--- src/rtl/pipe_hazard_ctrl_if.sv ---
// Hazard controller bundle: pipeline status in, stall/flush/forward controls out.
// The pipeline side is master, the controller is slave.
interface pipe_hazard_ctrl_if #(
  parameter int CNTW = 16
);
  logic [2:0]      RA1D, RA2D, RA1E, RA2E;
  logic [2:0]      WA3E, WA3M, WA3W;
  logic            RegWriteE, RegWriteM, RegWriteW;
  logic            MemtoRegE;
  logic            PCSrcD, PCSrcE, PCSrcM, PCSrcW;
  logic            BranchTakenE;
  logic            MemReqM, MemReady;
  logic [1:0]      ForwardAE, ForwardBE;
  logic            StallF, StallD, StallE, StallM;
  logic            FlushD, FlushE, FlushW;
  logic            MemErr;
  logic [CNTW-1:0] StallCount;

  modport master (
    output RA1D, RA2D, RA1E, RA2E,
    output WA3E, WA3M, WA3W,
    output RegWriteE, RegWriteM, RegWriteW,
    output MemtoRegE,
    output PCSrcD, PCSrcE, PCSrcM, PCSrcW,
    output BranchTakenE, MemReqM, MemReady,
    input  ForwardAE, ForwardBE,
    input  StallF, StallD, StallE, StallM,
    input  FlushD, FlushE, FlushW,
    input  MemErr, StallCount
  );

  modport slave (
    input  RA1D, RA2D, RA1E, RA2E,
    input  WA3E, WA3M, WA3W,
    input  RegWriteE, RegWriteM, RegWriteW,
    input  MemtoRegE,
    input  PCSrcD, PCSrcE, PCSrcM, PCSrcW,
    input  BranchTakenE, MemReqM, MemReady,
    output ForwardAE, ForwardBE,
    output StallF, StallD, StallE, StallM,
    output FlushD, FlushE, FlushW,
    output MemErr, StallCount
  );
endinterface

--- src/rtl/pipe_hazard_ctrl.sv ---
// Hazard/forwarding control for the 5-stage vector pipeline,
// with a memory-wait freeze FSM, timeout fault and stall counter.
module pipe_hazard_ctrl #(
  parameter int TIMEOUT = 64,
  parameter int CNTW    = 16
) (
  input logic          clk,
  input logic          reset,
  pipe_hazard_ctrl_if.slave hz
);
  localparam int WW = (TIMEOUT > 2) ? $clog2(TIMEOUT) : 1;
  localparam logic [WW-1:0] WLAST = WW'(TIMEOUT - 1);

  typedef enum logic [1:0] {RUN, MEMWAIT, FAULT} state_t;

  state_t          state;
  logic [WW-1:0]   wcnt;
  logic            merr;
  logic [CNTW-1:0] cnt;

  logic ldstall, pcpend, memstall;
  logic freeze, run;
  logic sf, sd, se, sm, fd, fe, fw;

  function automatic logic [1:0] fwd(
    input logic [2:0] ra,
    input logic       wm,
    input logic [2:0] am,
    input logic       ww,
    input logic [2:0] aw
  );
    if (wm && am == ra)      return 2'b10;
    else if (ww && aw == ra) return 2'b01;
    else                     return 2'b00;
  endfunction

  assign hz.ForwardAE = fwd(hz.RA1E, hz.RegWriteM, hz.WA3M,
                            hz.RegWriteW, hz.WA3W);
  assign hz.ForwardBE = fwd(hz.RA2E, hz.RegWriteM, hz.WA3M,
                            hz.RegWriteW, hz.WA3W);

  assign ldstall  = hz.MemtoRegE && hz.RegWriteE &&
                    (hz.WA3E == hz.RA1D || hz.WA3E == hz.RA2D);
  assign pcpend   = hz.PCSrcD | hz.PCSrcE | hz.PCSrcM;
  assign memstall = hz.MemReqM & ~hz.MemReady;

  always_comb begin
    freeze = 1'b0;
    run    = 1'b0;
    sf = 1'b0; sd = 1'b0; se = 1'b0; sm = 1'b0;
    fd = 1'b0; fe = 1'b0; fw = 1'b0;
    unique case (state)
      RUN:     if (memstall) freeze = 1'b1; else run = 1'b1;
      MEMWAIT: if (!hz.MemReady) freeze = 1'b1; else run = 1'b1;
      FAULT:   begin
        sf = 1'b1; sd = 1'b1; se = 1'b1; sm = 1'b1;
      end
      default: run = 1'b1;
    endcase
    if (freeze) begin
      sf = 1'b1; sd = 1'b1; se = 1'b1; sm = 1'b1;
      fw = 1'b1;
    end
    if (run) begin
      sf = ldstall | pcpend;
      sd = ldstall;
      fe = ldstall | hz.BranchTakenE;
      fd = pcpend | hz.PCSrcW | hz.BranchTakenE;
    end
    // Pipeline registers must stay quiet while reset is held.
    if (!reset) begin
      sf = 1'b0; sd = 1'b0; se = 1'b0; sm = 1'b0;
      fd = 1'b0; fe = 1'b0; fw = 1'b0;
    end
  end

  assign hz.StallF     = sf;
  assign hz.StallD     = sd;
  assign hz.StallE     = se;
  assign hz.StallM     = sm;
  assign hz.FlushD     = fd;
  assign hz.FlushE     = fe;
  assign hz.FlushW     = fw;
  assign hz.MemErr     = merr;
  assign hz.StallCount = cnt;

  always_ff @(posedge clk) begin
    if (!reset) begin
      state <= RUN;
      wcnt  <= '0;
      merr  <= 1'b0;
      cnt   <= '0;
    end else begin
      if (sf && cnt != '1) cnt <= cnt + 1'b1;
      unique case (state)
        RUN: begin
          if (memstall) begin
            state <= MEMWAIT;
            wcnt  <= WW'(1);
          end
        end
        MEMWAIT: begin
          if (hz.MemReady) begin
            state <= RUN;
            wcnt  <= '0;
          end else if (wcnt == WLAST) begin
            state <= FAULT;
            merr  <= 1'b1;
          end else begin
            wcnt <= wcnt + 1'b1;
          end
        end
        FAULT:   state <= FAULT;
        default: state <= RUN;
      endcase
    end
  end
endmodule

--- src/flat_wrapper.sv ---
// flat-port wrapper written by rule: the top's interface ports become plain ports
module pipe_hazard_ctrl_flat 
#(
  parameter int TIMEOUT = 64,
  parameter int CNTW    = 16
)
  (clk, reset, hz_RA1D, hz_RA2D, hz_RA1E, hz_RA2E, hz_WA3E, hz_WA3M, hz_WA3W, hz_RegWriteE, hz_RegWriteM, hz_RegWriteW, hz_MemtoRegE, hz_PCSrcD, hz_PCSrcE, hz_PCSrcM, hz_PCSrcW, hz_BranchTakenE, hz_MemReqM, hz_MemReady, hz_ForwardAE, hz_ForwardBE, hz_StallF, hz_StallD, hz_StallE, hz_StallM, hz_FlushD, hz_FlushE, hz_FlushW, hz_MemErr, hz_StallCount);
  pipe_hazard_ctrl_if #(.CNTW(CNTW)) hz_i ();
  input logic clk;
  input logic reset;
  input wire logic [$bits(hz_i.RA1D)-1:0] hz_RA1D;
  input wire logic [$bits(hz_i.RA2D)-1:0] hz_RA2D;
  input wire logic [$bits(hz_i.RA1E)-1:0] hz_RA1E;
  input wire logic [$bits(hz_i.RA2E)-1:0] hz_RA2E;
  input wire logic [$bits(hz_i.WA3E)-1:0] hz_WA3E;
  input wire logic [$bits(hz_i.WA3M)-1:0] hz_WA3M;
  input wire logic [$bits(hz_i.WA3W)-1:0] hz_WA3W;
  input wire logic [$bits(hz_i.RegWriteE)-1:0] hz_RegWriteE;
  input wire logic [$bits(hz_i.RegWriteM)-1:0] hz_RegWriteM;
  input wire logic [$bits(hz_i.RegWriteW)-1:0] hz_RegWriteW;
  input wire logic [$bits(hz_i.MemtoRegE)-1:0] hz_MemtoRegE;
  input wire logic [$bits(hz_i.PCSrcD)-1:0] hz_PCSrcD;
  input wire logic [$bits(hz_i.PCSrcE)-1:0] hz_PCSrcE;
  input wire logic [$bits(hz_i.PCSrcM)-1:0] hz_PCSrcM;
  input wire logic [$bits(hz_i.PCSrcW)-1:0] hz_PCSrcW;
  input wire logic [$bits(hz_i.BranchTakenE)-1:0] hz_BranchTakenE;
  input wire logic [$bits(hz_i.MemReqM)-1:0] hz_MemReqM;
  input wire logic [$bits(hz_i.MemReady)-1:0] hz_MemReady;
  output wire logic [$bits(hz_i.ForwardAE)-1:0] hz_ForwardAE;
  output wire logic [$bits(hz_i.ForwardBE)-1:0] hz_ForwardBE;
  output wire logic [$bits(hz_i.StallF)-1:0] hz_StallF;
  output wire logic [$bits(hz_i.StallD)-1:0] hz_StallD;
  output wire logic [$bits(hz_i.StallE)-1:0] hz_StallE;
  output wire logic [$bits(hz_i.StallM)-1:0] hz_StallM;
  output wire logic [$bits(hz_i.FlushD)-1:0] hz_FlushD;
  output wire logic [$bits(hz_i.FlushE)-1:0] hz_FlushE;
  output wire logic [$bits(hz_i.FlushW)-1:0] hz_FlushW;
  output wire logic [$bits(hz_i.MemErr)-1:0] hz_MemErr;
  output wire logic [$bits(hz_i.StallCount)-1:0] hz_StallCount;
  assign hz_i.RA1D = hz_RA1D;
  assign hz_i.RA2D = hz_RA2D;
  assign hz_i.RA1E = hz_RA1E;
  assign hz_i.RA2E = hz_RA2E;
  assign hz_i.WA3E = hz_WA3E;
  assign hz_i.WA3M = hz_WA3M;
  assign hz_i.WA3W = hz_WA3W;
  assign hz_i.RegWriteE = hz_RegWriteE;
  assign hz_i.RegWriteM = hz_RegWriteM;
  assign hz_i.RegWriteW = hz_RegWriteW;
  assign hz_i.MemtoRegE = hz_MemtoRegE;
  assign hz_i.PCSrcD = hz_PCSrcD;
  assign hz_i.PCSrcE = hz_PCSrcE;
  assign hz_i.PCSrcM = hz_PCSrcM;
  assign hz_i.PCSrcW = hz_PCSrcW;
  assign hz_i.BranchTakenE = hz_BranchTakenE;
  assign hz_i.MemReqM = hz_MemReqM;
  assign hz_i.MemReady = hz_MemReady;
  assign hz_ForwardAE = hz_i.ForwardAE;
  assign hz_ForwardBE = hz_i.ForwardBE;
  assign hz_StallF = hz_i.StallF;
  assign hz_StallD = hz_i.StallD;
  assign hz_StallE = hz_i.StallE;
  assign hz_StallM = hz_i.StallM;
  assign hz_FlushD = hz_i.FlushD;
  assign hz_FlushE = hz_i.FlushE;
  assign hz_FlushW = hz_i.FlushW;
  assign hz_MemErr = hz_i.MemErr;
  assign hz_StallCount = hz_i.StallCount;
  pipe_hazard_ctrl #(.TIMEOUT(TIMEOUT), .CNTW(CNTW)) u_core (.clk(clk), .reset(reset), .hz(hz_i));
endmodule
--- config.mk ---
export PLATFORM = sky130hd
export DESIGN_NAME = pipe_hazard_ctrl_flat
export DESIGN_NICKNAME = d
export VERILOG_FILES = /design/src/rtl/pipe_hazard_ctrl_if.sv /design/src/rtl/pipe_hazard_ctrl.sv /design/src/flat_wrapper.sv
export SDC_FILE = /design/constraint.sdc
export NUM_CORES = 1
export LEC_CHECK = 0
export ABC_AREA = 0
export CAP_MARGIN = 20
export CORE_MARGIN = 4
export CORE_UTILIZATION = 25
export CTS_BUF_LIST = sky130_fd_sc_hd__clkbuf_4 sky130_fd_sc_hd__clkbuf_8 sky130_fd_sc_hd__clkbuf_16
export DETAILED_ROUTE_END_ITERATION = 12
export DONT_BUFFER_PORTS = 1
export REMOVE_ABC_BUFFERS = 1
export SETUP_SLACK_MARGIN = 0.02
export SYNTH_ARGS = -nofsm -noshare
export SYNTH_HDL_FRONTEND = slang
export SYNTH_SLANG_ARGS = --single-unit
--- constraint.sdc ---
create_clock -name clk -period 2.4 [get_ports clk]
set_clock_uncertainty 0.2 [all_clocks]
set_input_delay 0.48 -clock clk [delete_from_list [all_inputs] [get_ports clk]]
set_output_delay 0.48 -clock clk [all_outputs]
set_load 0.1 [all_outputs]
==> results by group <==
Timing
  – Final max-slew violation count: 0
  – Crit share post-route: 95.70%
  – Fmax: 0.4354 GHz
  – Final Critical Period: 2297 ps
  – RSZ-0062 raised after global routing: false
  – Fin. Hold Viols: 0
  – Slew headroom: 61.51%
  – Total negative slack: 0 ps
  – Worst hold slack: 132.8 ps
  – Final setup violation count: 0
  – Post-route setup slack: 103.1 ps
  – Slew @ Worst Pin: 571.2 ps

Global route
  – First-pass GRT wire length: 6589 um
  – Initial antenna violation count: 0
  – Largest net degree at the start of global routing: 34
  – Vias in the first global route: 1365
  – GRT Util Overall: 9.326%
  – Overflow after GRT: 0

Placement
  – Port Buffer Count: 0
  – Gp weighted congestion: 0.7447
  – Worst slack at placement: 111.1 ps
  – Placed wire-length estimate: 3100 um

Critical path
  – Req. time, crit path: 1720 ps
  – FF-to-FF setup slack: 320 ps
  – Cells along the critical path: or2_4 > a21boi_4 > buf_4 > o311a_1 > buf_12
  – Stages on the worst setup path: 5
  – Worst path slowest cell: dfxtp_2
  – CP max FO: 8
  – WP data arrival: 1620 ps
  – CP Capture Type: output port
  – R2R Path End: u_core.hz.StallCount[10]
  – R2R cell count: 6
  – WP buf/inv: 2
  – Reg2Reg Launch Point: u_core.hz.StallCount[0]
  – CP Class: reg2out
  – Max stage delay on crit path: 360 ps
  – Delay-heaviest family, CP: compound AO/OA/AOI/OAI gates
  – Startpoint types: flop

Min path
  – Hold path depth: 1
  – Hold WC Path Type: in2reg
  – Hold path endpoint: u_core.wcnt[0]
  – Hold Crit Start: reset

Final layout
  – Final core utilization: 32.78%
  – Area growth from synthesis to layout: 27.31%
  – Nets: 249
  – Layout cell share with drive strength beyond 1: 33.96%
  – Antenna Cells: 0

Synth
  – Sequential share of the synthesized area: 28.45%
  – Syn Std Cell Area: 1759 um2
  – Synth warn: 0
  – Largest cells by area after synthesis: dfxtp_1 (28%), xnor2_1 (5.5%), xor2_1 (5.0%)
  – Post-synth cell types: 46
  – Synth Instances: 184
  – Yosys reg bits: 25
  – Number of synthesized flops with an enable pin: 0
  – Mean post-synth cell area: 9.561 um2
  – Top cell type's share of synthesized area: 28.45%
  – Top_reg_cell synth: dfxtp_1
  – Post-synth ARST share: 0%
  – Cell accounting for the most synthesized area: dfxtp_1

CTS
  – CTS Buffer Depth: 2
  – H-tree depth: 1
  – CTS root buf: clkbuf_8
  – Clk slew on worst S/H paths: 80 ps
  – Cts bufs inserted: 3
  – TritonCTS clock tree: yes
  – Skew-Pair Late Insertion Delay: 270 ps
  – Clock sink total: 25

Floorplanning
  – Core Area: 6832 um2
  – Initial core utilization: 25.75%
  – Die W: 91.89 um
  – Die ar.: 8443 um2
  – IO Pins: 62
  – # rows: 30
  – Die extent in y: 91.89 um

Route
  – Wirelength per Cell: 13.02 um
  – DRT iter0 DRCs: 40
  – Via density: 4.769
  – Antenna Nets Post-Route: 0
  – First drt pass iteration count: 4
  – Post-route DRC: 0
  – Vias: 1469
  – DRT Wirelength: 4009 um

Flow run
  – Number of max-cap violations: 0

Run status
  – Outcome: finished clean

Pwr
  – Static Leak: 0.7758 nW
  – Total power: 0.9619 mW
  – VDD IR max: 220.1 uV
  – Pwr/cell area: 429.5 nW/um2
cell usage after synthesis (2+ instances only):
| library cell | number |
|---|---|
| xor2_1 | 10 |
| or4_1 | 8 |
| a21boi_2 | 7 |
| a211oi_1 | 2 |
| nor4_2 | 3 |
| nand2_1 | 14 |
| buf_6 | 3 |
| a21oi_1 | 3 |
| nand4_1 | 6 |
| mux2i_1 | 7 |
| nor2_1 | 11 |
| nand3_1 | 8 |
| o31ai_2 | 6 |
| clkbuf_1 | 3 |
| nand3b_1 | 2 |
| nand2b_1 | 7 |
| o311a_1 | 2 |
| o21ai_1 | 2 |
| a21boi_1 | 2 |
| nor3_1 | 3 |
| xnor2_1 | 11 |
| or3_1 | 2 |
| nor4_4 | 3 |
| ha_1 | 2 |
| inv_1 | 5 |
| nor2b_1 | 2 |
| dfxtp_1 | 25 |
| a21boi_0 | 4 |
| nor3b_1 | 2 |
| nand4_2 | 2 |
| o31ai_1 | 2 |
layer usage:
| layer | wire length [um] | GRT usage, % |
|---|---|---|
| met5 | 0 | 0 |
| met4 | 16 | 1.114 |
| met3 | 287 | 3.774 |
| met2 | 1926 | 15.63 |
| met1 | 1779 | 11.57 |
layout by cell type (no fill, tap or decap), drive strengths merged, types with 3 or more instances in the layout:
cell and count:
nand4 8, nand2b 7, buf 30, a21boi 14, nor2 11, mux2i 7, inv 5, dfxtp 25
nand3 8, or4 8, o21ai 3, xnor2 11, o31ai 8, a21oi 3, nor4 6, nor3 3
nand2 14, clkbuf 6, xor2 10
power breakdown:
part           switching [mW]  internal, mW
registers             0.00910         0.423
logic                   0.176        0.0870
clock network           0.136         0.130
total                   0.321         0.641
worst max-delay path by stage:
stage | from | endpoint | slack, ps
final | u_core.state[0] | hz_FlushD | 100
after global routing | u_core.state[0] | hz_FlushD | 30
after CTS | u_core.state[0] | hz_FlushE | 50
after detailed placement | hz_RA1D[2] | u_core.hz.StallCount[9] | 110
after global placement | hz_RA1D[2] | hz_StallF | 140
after floorplan | hz_RA1E[1] | hz_ForwardAE[0] | -2330
logic make-up after synthesis:
logic type | synth area share [%]
simple gates | 30.51
mux | 3.983
compound gates | 19.99
buf+inv | 5.192
xor+xnor | 10.45
flops | 28.45
fa+ha+maj | 1.422
sequential cells by signal, indices dropped and copies added (netlist names):
signal / cells
u_core.wcnt: 6
u_core.hz.StallCount: 16
u_core.state: 2
u_core.hz.MemErr: 1
per-stage QoR:
step	instances	cell area, um2
after global placement	303	2178
after detailed placement	303	2178
after floorplan	176	1687
after global routing	308	2240
after CTS	308	2236
final	308	2240
final cells by class:
class / instances / area [um2]
clock buffer: 4 / 48.80
inverter: 5 / 18.77
tap: 96 / 120.1
timing repair buffer: 32 / 350.3
multi-input combinational: 146 / 1199
fill: 728 / 4592
sequential: 25 / 503.0
repair_timing:
action | 4_1_cts | 5_1_grt
buffers inserted | 1 | 0
endpoints found under the setup margin | 1 | 3
hold buffers | 0 | 0
gates resized for setup | 1 | 2
worst reg2reg max path: cells and delay by family, from the launching register on:
| family | cells | cell delay [ps] |
|---|---|---|
| simple gates | 4 | 1140 |
| flops | 1 | 370 |
| fa+ha+maj | 1 | 180 |
| compound gates | 1 | 140 |
(Power assumes the default switching activity.)
